`src/rtl/hap_pkg.sv`:
```
// Shared definitions for the HAP compare datapath.
// Opcode map, sequencer state encoding and opcode legality helper.
package hap_pkg;

  localparam logic [4:0] OP_LT  = 5'b01011;
  localparam logic [4:0] OP_GT  = 5'b01100;
  localparam logic [4:0] OP_EQ  = 5'b01101;
  localparam logic [4:0] OP_GTE = 5'b01110;
  localparam logic [4:0] OP_LTE = 5'b01111;
  localparam logic [4:0] OP_NE  = 5'b10000;

  localparam logic [1:0] S_IDLE = 2'd0;
  localparam logic [1:0] S_READ = 2'd1;
  localparam logic [1:0] S_EXEC = 2'd2;
  localparam logic [1:0] S_WB   = 2'd3;

  function automatic logic is_cmp_opcode(
    input logic [4:0] op
  );
    return (op >= OP_LT) && (op <= OP_NE);
  endfunction

endpackage

```
`src/rtl/compare_ctrl_cmp_eval.sv`:
```
// Combinational compare evaluator.
// Unsigned compare of a against b; legal flags a recognised opcode.
module cmp_eval
  import hap_pkg::*;
#(
  parameter int DW = 3
) (
  input  logic [4:0]    opcode,
  input  logic [DW-1:0] a,
  input  logic [DW-1:0] b,
  output logic          legal,
  output logic          result
);

  always_comb begin
    legal  = is_cmp_opcode(opcode);
    result = 1'b0;
    case (opcode)
      OP_LT:   result = a <  b;
      OP_GT:   result = a >  b;
      OP_EQ:   result = a == b;
      OP_GTE:  result = a >= b;
      OP_LTE:  result = a <= b;
      OP_NE:   result = a != b;
      default: result = 1'b0;
    endcase
  end

endmodule

```
`src/rtl/compare_ctrl.sv`:
```
// Compare sequencer: accept, read sources, evaluate, write back.
// Every output is a flop so strobes are clean single-cycle pulses.
module compare_ctrl
  import hap_pkg::*;
#(
  parameter int DW = 3,
  parameter int AW = 3
) (
  input  logic          clk,
  input  logic          rst,
  input  logic          instr_valid,
  output logic          instr_ready,
  input  logic [4:0]    opcode,
  input  logic [AW-1:0] rd_idx,
  input  logic [AW-1:0] rs1_idx,
  input  logic [AW-1:0] rs2_idx,
  output logic          rf_re,
  output logic [AW-1:0] rf_raddr1,
  output logic [AW-1:0] rf_raddr2,
  input  logic [DW-1:0] rf_rdata1,
  input  logic [DW-1:0] rf_rdata2,
  output logic          rf_we,
  output logic [AW-1:0] rf_waddr,
  output logic [DW-1:0] rf_wdata,
  output logic          done,
  output logic          err,
  output logic          cmp_flag
);

  logic [1:0]    state;
  logic [4:0]    op_q;
  logic [AW-1:0] rd_q;
  logic          res_q;
  logic          legal_q;
  logic          ev_legal;
  logic          ev_result;

  cmp_eval #(
    .DW(DW)
  ) u_eval (
    .opcode(op_q),
    .a     (rf_rdata1),
    .b     (rf_rdata2),
    .legal (ev_legal),
    .result(ev_result)
  );

  always_ff @(posedge clk) begin
    if (rst) begin
      state       <= S_IDLE;
      instr_ready <= 1'b1;
      op_q        <= '0;
      rd_q        <= '0;
      res_q       <= 1'b0;
      legal_q     <= 1'b0;
      rf_re       <= 1'b0;
      rf_raddr1   <= '0;
      rf_raddr2   <= '0;
      rf_we       <= 1'b0;
      rf_waddr    <= '0;
      rf_wdata    <= '0;
      done        <= 1'b0;
      err         <= 1'b0;
      cmp_flag    <= 1'b0;
    end else begin
      unique case (state)
        S_IDLE: begin
          if (instr_valid) begin
            op_q        <= opcode;
            rd_q        <= rd_idx;
            rf_re       <= 1'b1;
            rf_raddr1   <= rs1_idx;
            rf_raddr2   <= rs2_idx;
            instr_ready <= 1'b0;
            state       <= S_READ;
          end
        end
        S_READ: begin
          rf_re     <= 1'b0;
          rf_raddr1 <= '0;
          rf_raddr2 <= '0;
          state     <= S_EXEC;
        end
        S_EXEC: begin
          res_q   <= ev_result;
          legal_q <= ev_legal;
          done    <= 1'b1;
          err     <= ~ev_legal;
          if (ev_legal) begin
            rf_we    <= 1'b1;
            rf_waddr <= rd_q;
            rf_wdata <= {{(DW-1){1'b0}}, ev_result};
          end
          state <= S_WB;
        end
        S_WB: begin
          rf_we    <= 1'b0;
          rf_waddr <= '0;
          rf_wdata <= '0;
          done     <= 1'b0;
          err      <= 1'b0;
          if (legal_q)
            cmp_flag <= res_q;
          instr_ready <= 1'b1;
          state       <= S_IDLE;
        end
        default: begin
          instr_ready <= 1'b1;
          state       <= S_IDLE;
        end
      endcase
    end
  end

endmodule

```
`config.mk`:
```
export PLATFORM = sky130hd
export DESIGN_NAME = compare_ctrl
export DESIGN_NICKNAME = d
export VERILOG_FILES = /design/src/rtl/hap_pkg.sv /design/src/rtl/compare_ctrl_cmp_eval.sv /design/src/rtl/compare_ctrl.sv
export SDC_FILE = /design/constraint.sdc
export NUM_CORES = 1
export LEC_CHECK = 0
export ABC_AREA = 1
export BUFFER_PORTS_ARGS = -buffer_cell sky130_fd_sc_hd__buf_2
export CAP_MARGIN = 20
export CORE_MARGIN = 2
export CORE_UTILIZATION = 49
export CTS_CLUSTER_DIAMETER = 60
export CTS_CLUSTER_SIZE = 16
export DETAILED_ROUTE_END_ITERATION = 10
export PLACE_DENSITY_LB_ADDON = 0.08
export SYNTH_ARGS = -nofsm -noshare
export SYNTH_HDL_FRONTEND = slang
export SYNTH_SLANG_ARGS = --single-unit
```
`constraint.sdc`:
```
create_clock -name clk -period 1.5 [get_ports clk]
set_input_delay 0.075 -clock clk [delete_from_list [all_inputs] [get_ports clk]]
set_output_delay 0.075 -clock clk [all_outputs]
set_load 0.02 [all_outputs]
```
==> results of run 1 <==
[kinds of logic (layout without fill, tap and decap cells)]
kind of cell,Yosys count,after routing,synth area share [%]
AOI/OAI and AO/OA,38,38,15.8
other,1,2,0.293
DFF,28,28,43.8
adders and majority gates,7,7,6.85
and+or+nand+nor,68,68,24.2
buffers and inverters,29,77,9.10
[power by group through the flow]
stage | Combinational, mW | Sequential, mW | Clock [mW]
floorplan | 0.579 | 1.14 | 0
global placement | 0.922 | 1.06 | 0
detailed placement | 0.945 | 1.07 | 0
CTS | 0.967 | 1.05 | 0.507
global route | 1.12 | 1.09 | 0.525
finish | 1.00 | 1.06 | 0.490
[layer usage]
layer | vias to the layer above | global-route usage, % | routed length (um)
met5 | - | 0 | 0
met4 | 0 | 8.54 | 46
met3 | 4 | 2.42 | 134
met2 | 43 | 31.3 | 1240
met1 | 531 | 22.4 | 1220
li1 | 657 | - | -
[worst paths after layout]
path,endpoint,cells after the start
setup / recovery,rf_raddr1[2],7
hold / removal,op_q[4],3
setup reg to reg,rf_raddr1[2],7
hold reg to reg,rf_raddr2[0],2
[per-stage QoR]
stage          power, mW  hold slack, ps  worst slack, ps
2_1_floorplan       1.72             240              212
5_1_grt             2.73            14.9            -14.4
6_report            2.55            20.0              114
3_3_place_gp        1.98             328             83.6
3_5_place_dp        2.01             332             55.8
4_1_cts             2.52            8.32             12.5
[registers in the layout (all words and copies together), names as in the netlist]
| signal | cells |
|---|---|
| res_q | 1 |
| err | 1 |
| instr_ready | 1 |
| rf_raddr2 | 3 |
| done | 1 |
| cmp_flag | 1 |
| rd_q | 3 |
| state | 2 |
| rf_wdata | 1 |
| rf_raddr1 | 3 |
| rf_we | 1 |
| rf_re | 1 |
| op_q | 5 |
| rf_waddr | 3 |
| legal_q | 1 |
[placed cells by master, fill, tap and decap left out, types with 2 or more instances in the layout]
cell type / netlist / layout
sky130_fd_sc_hd__dfxtp_2: 0 / 3
sky130_fd_sc_hd__o21ai_0: 13 / 13
sky130_fd_sc_hd__ha_1: 7 / 6
sky130_fd_sc_hd__nor2_1: 15 / 14
sky130_fd_sc_hd__inv_2: 1 / 2
sky130_fd_sc_hd__buf_4: 2 / 3
sky130_fd_sc_hd__a21oi_1: 22 / 22
sky130_fd_sc_hd__dfxtp_1: 28 / 25
sky130_fd_sc_hd__clkbuf_4: 0 / 3
sky130_fd_sc_hd__dlygate4sd3_1: 0 / 9
sky130_fd_sc_hd__inv_1: 22 / 20
sky130_fd_sc_hd__buf_2: 0 / 38
sky130_fd_sc_hd__nand2_1: 28 / 27
sky130_fd_sc_hd__conb_1: 1 / 2
sky130_fd_sc_hd__nand3_1: 17 / 17
sky130_fd_sc_hd__nor3_1: 4 / 4
[cell type report]
class | count | share of cell area, %
sequential | 28 | 33.9
clock buffer | 3 | 1.35
tap | 30 | 2.25
timing repair buffer | 50 | 18.2
clock inverter | 1 | 1.80
inverter | 23 | 5.41
multi-input combinational | 115 | 37.1
[critical path, cell delays in order (launching register included)]
cell                      delay [ps]
sky130_fd_sc_hd__dfxtp_1         400
sky130_fd_sc_hd__inv_1           100
sky130_fd_sc_hd__ha_1            240
sky130_fd_sc_hd__nand2_4         120
sky130_fd_sc_hd__o21ai_0          90
sky130_fd_sc_hd__inv_1           170
sky130_fd_sc_hd__nand2_1          80
sky130_fd_sc_hd__a21oi_1         130
[timing repair]
action / in CTS / in global routing
setup buffers: 0 / 0
resized for setup: 0 / 9
hold endpoints to repair: 9 / 0
setup endpoints to repair: 0 / 17
hold buffers: 9 / 0
==> metrics.json, run 1 <==
{
  "outcome": "finished, final reports clean",
  "hold_class": "input port to register",
  "period_needed_ps": 1390,
  "numCtsBuffers": 3,
  "post_synth_most_frequent_cells": "sky130_fd_sc_hd__dfxtp_1 (28), sky130_fd_sc_hd__nand2_1 (28), sky130_fd_sc_hd__a21oi_1 (22), sky130_fd_sc_hd__inv_1 (22), sky130_fd_sc_hd__nand3_1 (17)",
  "nNetsFinal": 251,
  "cts_htree_levels": 1,
  "placer_s_final_routability_congestion_estimate": 0.766,
  "crit_path_max_fanout": 7,
  "holdCritStartpoint": "opcode[4]",
  "io_buffer_count": 38,
  "r2r_slack_ps": 110,
  "post_synth_num_cell_types": 21,
  "maxClockFrequency_mhz": 721,
  "die_y_um": 55.1,
  "finalInstanceArea_um2": 1670,
  "fp.dieArea_um2": 3030,
  "internal_power_mw": 1.56,
  "start_util_pct": 51.6,
  "finClkSkew_ps": 6.46,
  "finalSetupTns_ps": 0,
  "drt_first_pass_iters": 4,
  "seq_power_share_pct": 41.5,
  "multi_input_area_um2": 618,
  "hpwl_um": 1970,
  "count_of_flip_flops_with_a_built_in_enable_after_synthesis": 0,
  "wl_per_cell_um": 10.6,
  "power.share.switching_pct": 38.6,
  "r2r-start": "state[1]",
  "route.detailed.drc": 0,
  "grt_antenna_before_repair": 0,
  "grt_pass1_vias": 998,
  "clock_tree_from_tritoncts": "built",
  "tritoncts_num_sinks": 28,
  "cp-start-kind": "register",
  "place_inst": 237,
  "tcrit_tclk_final_pct": 92.4,
  "via_count": 1235,
  "startpoint": "state[1]",
  "fillCellCount": 212,
  "global_route_wire_length_before_repair_um": 3980,
  "drt.antenna.violating_nets": 0,
  "core_region_area_um2": 2480,
  "finalSetupViolCount": 0,
  "post-synth-top-area-fraction_pct": 43.8,
  "final_cells": 250,
  "grt_util_all_layers_pct": 18.2,
  "post_synth_inst_count": 171,
  "yosys_most_used_dff": "sky130_fd_sc_hd__dfxtp_1",
  "route.detailed.vias_per_inst": 4.94,
  "power_leakage_nw": 0.776,
  "final-hold-violation-count": 0,
  "aggregate_routed_wire_length_um": 2640,
  "power_frac_comb_pct": 39.3,
  "antenna-diode-count": 0,
  "grt_max_degree": 21,
  "vdd_drop_max_mv": 1.09,
  "synth_warnings": 0,
  "timing_max_transition_violations_final": 0,
  "critPathCaptureType": "register",
  "worstSkewPairLatency_ps": 330,
  "die_width_um": 55.1,
  "synth.ff_latch_count": 28,
  "seqCellArea_um2": 564,
  "power_frac_clock_pct": 19.2,
  "p_sw_mw": 0.983,
  "sequential_to_total_area_share_from_yosys_stat_pct": 43.8,
  "final_core_util_pct": 67.2,
  "cap_viol_max_count": 0,
  "critPathArrivalTime_ps": 1660,
  "top_cell_type_by_total_area_after_synthesis": "sky130_fd_sc_hd__dfxtp_1",
  "cts-root-to-sink-buffers": 2,
  "timing.setup.critical_path_class": "register to register",
  "worst_setup_hold_path_clk_slew_ps": 150,
  "clock-root-buffer": "sky130_fd_sc_hd__clkbuf_4",
  "dpl-instance-area_um2": 1500,
  "post_synth_main_area_contributors": "sky130_fd_sc_hd__dfxtp_1 (44%), sky130_fd_sc_hd__a21oi_1 (8.6%), sky130_fd_sc_hd__nand2_1 (8.2%)",
  "pwr_density_cell_nw_per_um2": 1530,
  "first_iter_violations": 32,
  "avgSynthCellArea_um2": 7.48,
  "overflow": 0,
  "syn_area_um2": 1280,
  "cp_data_required_time_ps": 1770,
  "std_cell_rows": 18,
  "drive_gt1_share_pct": 25.9,
  "boundaryPins": 41,
  "layout-area-overhead-vs-synth_pct": 30.2,
  "synth_async_reset_ratio_pct": 0
}
Note: power is estimated with default switching activity, not from simulation.
==> run 2, diff against run 1 <==
--- a/config.mk
+++ b/config.mk
@@ -10,3 +10,2 @@
 export CAP_MARGIN = 20
-export CORE_MARGIN = 2
 export CORE_UTILIZATION = 49
==> constraint.sdc (replaced) <==
create_clock -name clk -period 1.5 [get_ports clk]
set_input_delay 0.45 -clock clk [delete_from_list [all_inputs] [get_ports clk]]
set_output_delay 0.45 -clock clk [all_outputs]
set_load 0.02 [all_outputs]
==> metrics.json, run 2 (synthesis results as in run 1) <==
{
  "grt_max_degree": {"value": 17, "change": "-19%"},
  "core_region_area": {"value": 2480, "unit": "um2", "change": "unchanged"},
  "final_core_util": {"value": 64.4, "unit": "%", "change": "-2.8 points"},
  "hpwl": {"value": 1940, "unit": "um", "change": "-1.3%"},
  "boundaryPins": {"value": 41, "change": "unchanged"},
  "place_inst": {"value": 238, "change": "+0.42%"},
  "numCtsBuffers": {"value": 3, "change": "unchanged"},
  "final-hold-violation-count": {"value": 0, "change": "unchanged"},
  "wl_per_cell": {"value": 10.0, "unit": "um", "change": "-5.0%"},
  "antenna-diode-count": {"value": 0, "change": "unchanged"},
  "groute.layer.met2.usage": {"value": 29.7, "unit": "%", "change": "-1.6 points"},
  "layout_common_cells": "sky130_fd_sc_hd__buf_2 (38), sky130_fd_sc_hd__nand2_1 (27), sky130_fd_sc_hd__dfxtp_1 (26), sky130_fd_sc_hd__a21oi_1 (21), sky130_fd_sc_hd__inv_1 (20)",
  "dpl-instance-area": {"value": 1530, "unit": "um2", "change": "+1.6%"},
  "first_iter_violations": {"value": 15, "change": "-53%"},
  "finalInstanceArea": {"value": 1600, "unit": "um2", "change": "-4.1%"},
  "pwr_density_cell": {"value": 1580, "unit": "nW/um2", "change": "+3.0%"},
  "hold_class": "input port to register",
  "overflow": {"value": 0, "change": "unchanged"},
  "io_buffer_count": {"value": 38, "change": "unchanged"},
  "finClkSkew": {"value": 11.0, "unit": "ps", "change": "+4.59 ps"},
  "internal_power": {"value": 1.55, "unit": "mW", "change": "-1.1%"},
  "timing.setup.critical_path_class": "register to register",
  "drt_first_pass_iters": {"value": 4, "change": "unchanged"},
  "start_util": {"value": 51.6, "unit": "%", "change": "unchanged"},
  "global_route_wire_length_before_repair": {"value": 3880, "unit": "um", "change": "-2.6%"},
  "worstSkewPairLatency": {"value": 330, "unit": "ps", "change": "about the same"},
  "report.power.total": {"value": 2.52, "unit": "mW", "change": "-1.3%"},
  "maxClockFrequency": {"value": 714, "unit": "MHz", "change": "-1.0%"},
  "finalSetupViolCount": {"value": 0, "change": "unchanged"},
  "fp.dieArea": {"value": 2820, "unit": "um2", "change": "-7.1%"},
  "power_leakage": {"value": 0.750, "unit": "nW", "change": "-3.4%"},
  "grtUsageMet3": {"value": 3.45, "unit": "%", "change": "+1.0 points"},
  "crit_path_max_fanout": {"value": 7, "change": "unchanged"},
  "seq_power_share": {"value": 41.7, "unit": "%", "change": "+0.2 points"},
  "timing_max_transition_violations_final": {"value": 0, "change": "unchanged"},
  "cts-root-to-sink-buffers": {"value": 2, "change": "unchanged"},
  "grt_setup_unrepaired": "no",
  "grt_antenna_before_repair": {"value": 0, "change": "unchanged"},
  "cp_data_required_time": {"value": 1780, "unit": "ps", "change": "about the same"},
  "grt_util_all_layers": {"value": 18.6, "unit": "%", "change": "+0.38 points"},
  "power_frac_comb": {"value": 38.5, "unit": "%", "change": "-0.8 points"},
  "postLayoutSetupSlackWorst": {"value": 99.5, "unit": "ps", "change": "-14.2 ps"},
  "layout-area-overhead-vs-synth_pct": 24.9,
  "drive_gt1_share": {"value": 28.2, "unit": "%", "change": "+2.3 points"},
  "clock-root-buffer": "sky130_fd_sc_hd__clkbuf_4",
  "vdd_drop_max": {"value": 1.09, "unit": "mV", "change": "-0.26%"},
  "tritoncts_num_sinks": {"value": 28, "change": "unchanged"},
  "aggregate_routed_wire_length": {"value": 2440, "unit": "um", "change": "-7.6%"},
  "power.share.switching": {"value": 38.5, "unit": "%", "change": "-0.11 points"},
  "placer_s_final_routability_congestion_estimate": {"value": 0.781, "change": "+2.0%"},
  "via_count": {"value": 1216, "change": "-1.5%"},
  "route.detailed.drc": {"value": 0, "change": "unchanged"},
  "grt_pass1_vias": {"value": 959, "change": "-3.9%"},
  "die_width": {"value": 53.1, "unit": "um", "change": "-3.6%"},
  "final_cells": {"value": 243, "change": "-2.8%"},
  "registers.top_by_ff_count": "op_q",
  "tcrit_tclk_final": {"value": 93.4, "unit": "%", "change": "+0.95 points"},
  "worst_setup_hold_path_clk_slew": {"value": 160, "unit": "ps", "change": "about the same"},
  "nNetsFinal": {"value": 244, "change": "-2.8%"},
  "route.detailed.vias_per_inst": {"value": 5.00, "change": "+1.3%"},
  "period_needed": {"value": 1400, "unit": "ps", "change": "+14.2 ps"},
  "cap_viol_max_count": {"value": 0, "change": "unchanged"},
  "std_cell_rows": {"value": 18, "change": "unchanged"},
  "drt.antenna.violating_nets": {"value": 0, "change": "unchanged"},
  "finalSetupTns": {"value": 0, "unit": "ps", "change": "unchanged"},
  "globalRouteMet1Util": {"value": 24.7, "unit": "%", "change": "+2.3 points"},
  "p_sw": {"value": 0.968, "unit": "mW", "change": "-1.6%"},
  "cts_htree_levels": {"value": 1, "change": "unchanged"},
  "clock_tree_from_tritoncts": "built",
  "whs": {"value": 337, "unit": "ps", "change": "+316 ps"},
  "critPathArrivalTime": {"value": 1680, "unit": "ps", "change": "+20 ps"},
  "die_y": {"value": 53.1, "unit": "um", "change": "-3.6%"},
  "busiest_grt_layer": "met2",
  "cp-start-kind": "register",
  "leading_cell_type_in_the_layout_fill_and_taps_excluded": "sky130_fd_sc_hd__buf_2",
  "largest_register_ff_count": {"value": 5, "change": "unchanged"},
  "dpl_worst_slack": {"value": -175, "unit": "ps", "change": "-230 ps"},
  "power_frac_clock": {"value": 19.8, "unit": "%", "change": "+0.6 points"},
  "outcome": "finished, final reports clean",
  "critPathCaptureType": "register"
}
-- run 2: cell types whose count changed in the layout (fill, tap and decap cells not counted), sizes merged --
| cell | change |
|---|---|
| buf | +2 |
| dlygate4sd3 | -9 |
| inv | +1 |
| clkinvlp | -1 |
-- run 2: final timing paths --
kind	from	endpoint	slack (ps)	cells after the start
worst max register to register	state[0]	rf_waddr[1]	100	8
worst min register to register	rd_q[2]	rf_waddr[2]	470	2
worst max-delay path	state[0]	rf_waddr[1]	100	8
worst min-delay path	rst	rf_raddr2[1]	340	2
-- run 2: metal layers --
metal | wire length, um | part of all wire, % | vias to the layer above
met2 | 1070 | 44 | 38
li1 | - | - | 643
met1 | 1210 | 50 | 531
met4 | 27 | 1.1 | 0
met5 | 0 | 0 | -
met3 | 133 | 5.5 | 4
-- run 2: power by group through the flow --
stage | Sequential, mW | Clock (mW) | Combinational [mW]
after floorplan | 1.14 | 0 | 0.584
after global placement | 1.05 | 0 | 0.918
after detailed placement | 1.06 | 0 | 0.949
after CTS | 1.04 | 0.505 | 0.951
after global routing | 1.08 | 0.537 | 1.08
final | 1.05 | 0.498 | 0.969
-- run 2: area by class of cell --
class	instances	area, um2
fillers	237	881
flip-flops and latches	28	563
multi-input cells	115	629
well taps	30	37.5
clock inverters	1	30.0
repair buffers	43	228
clock buffers	3	22.5
inverters	23	86.3
-- run 2: worst max-delay path, stage by stage (launching register included) --
cell and delay, ps:
sky130_fd_sc_hd__dfxtp_2 360, sky130_fd_sc_hd__inv_1 100, sky130_fd_sc_hd__ha_2 210, sky130_fd_sc_hd__inv_1 100
sky130_fd_sc_hd__a21oi_2 160, sky130_fd_sc_hd__inv_2 120, sky130_fd_sc_hd__nor2_8 120, sky130_fd_sc_hd__nand2_1 60
sky130_fd_sc_hd__a21oi_1 130
-- run 2: timing repair --
item | in CTS | in global routing
hold buffers | 0 | 0
buffers inserted | 0 | 1
setup endpoints to repair | 0 | 12
gates resized for setup | 0 | 7
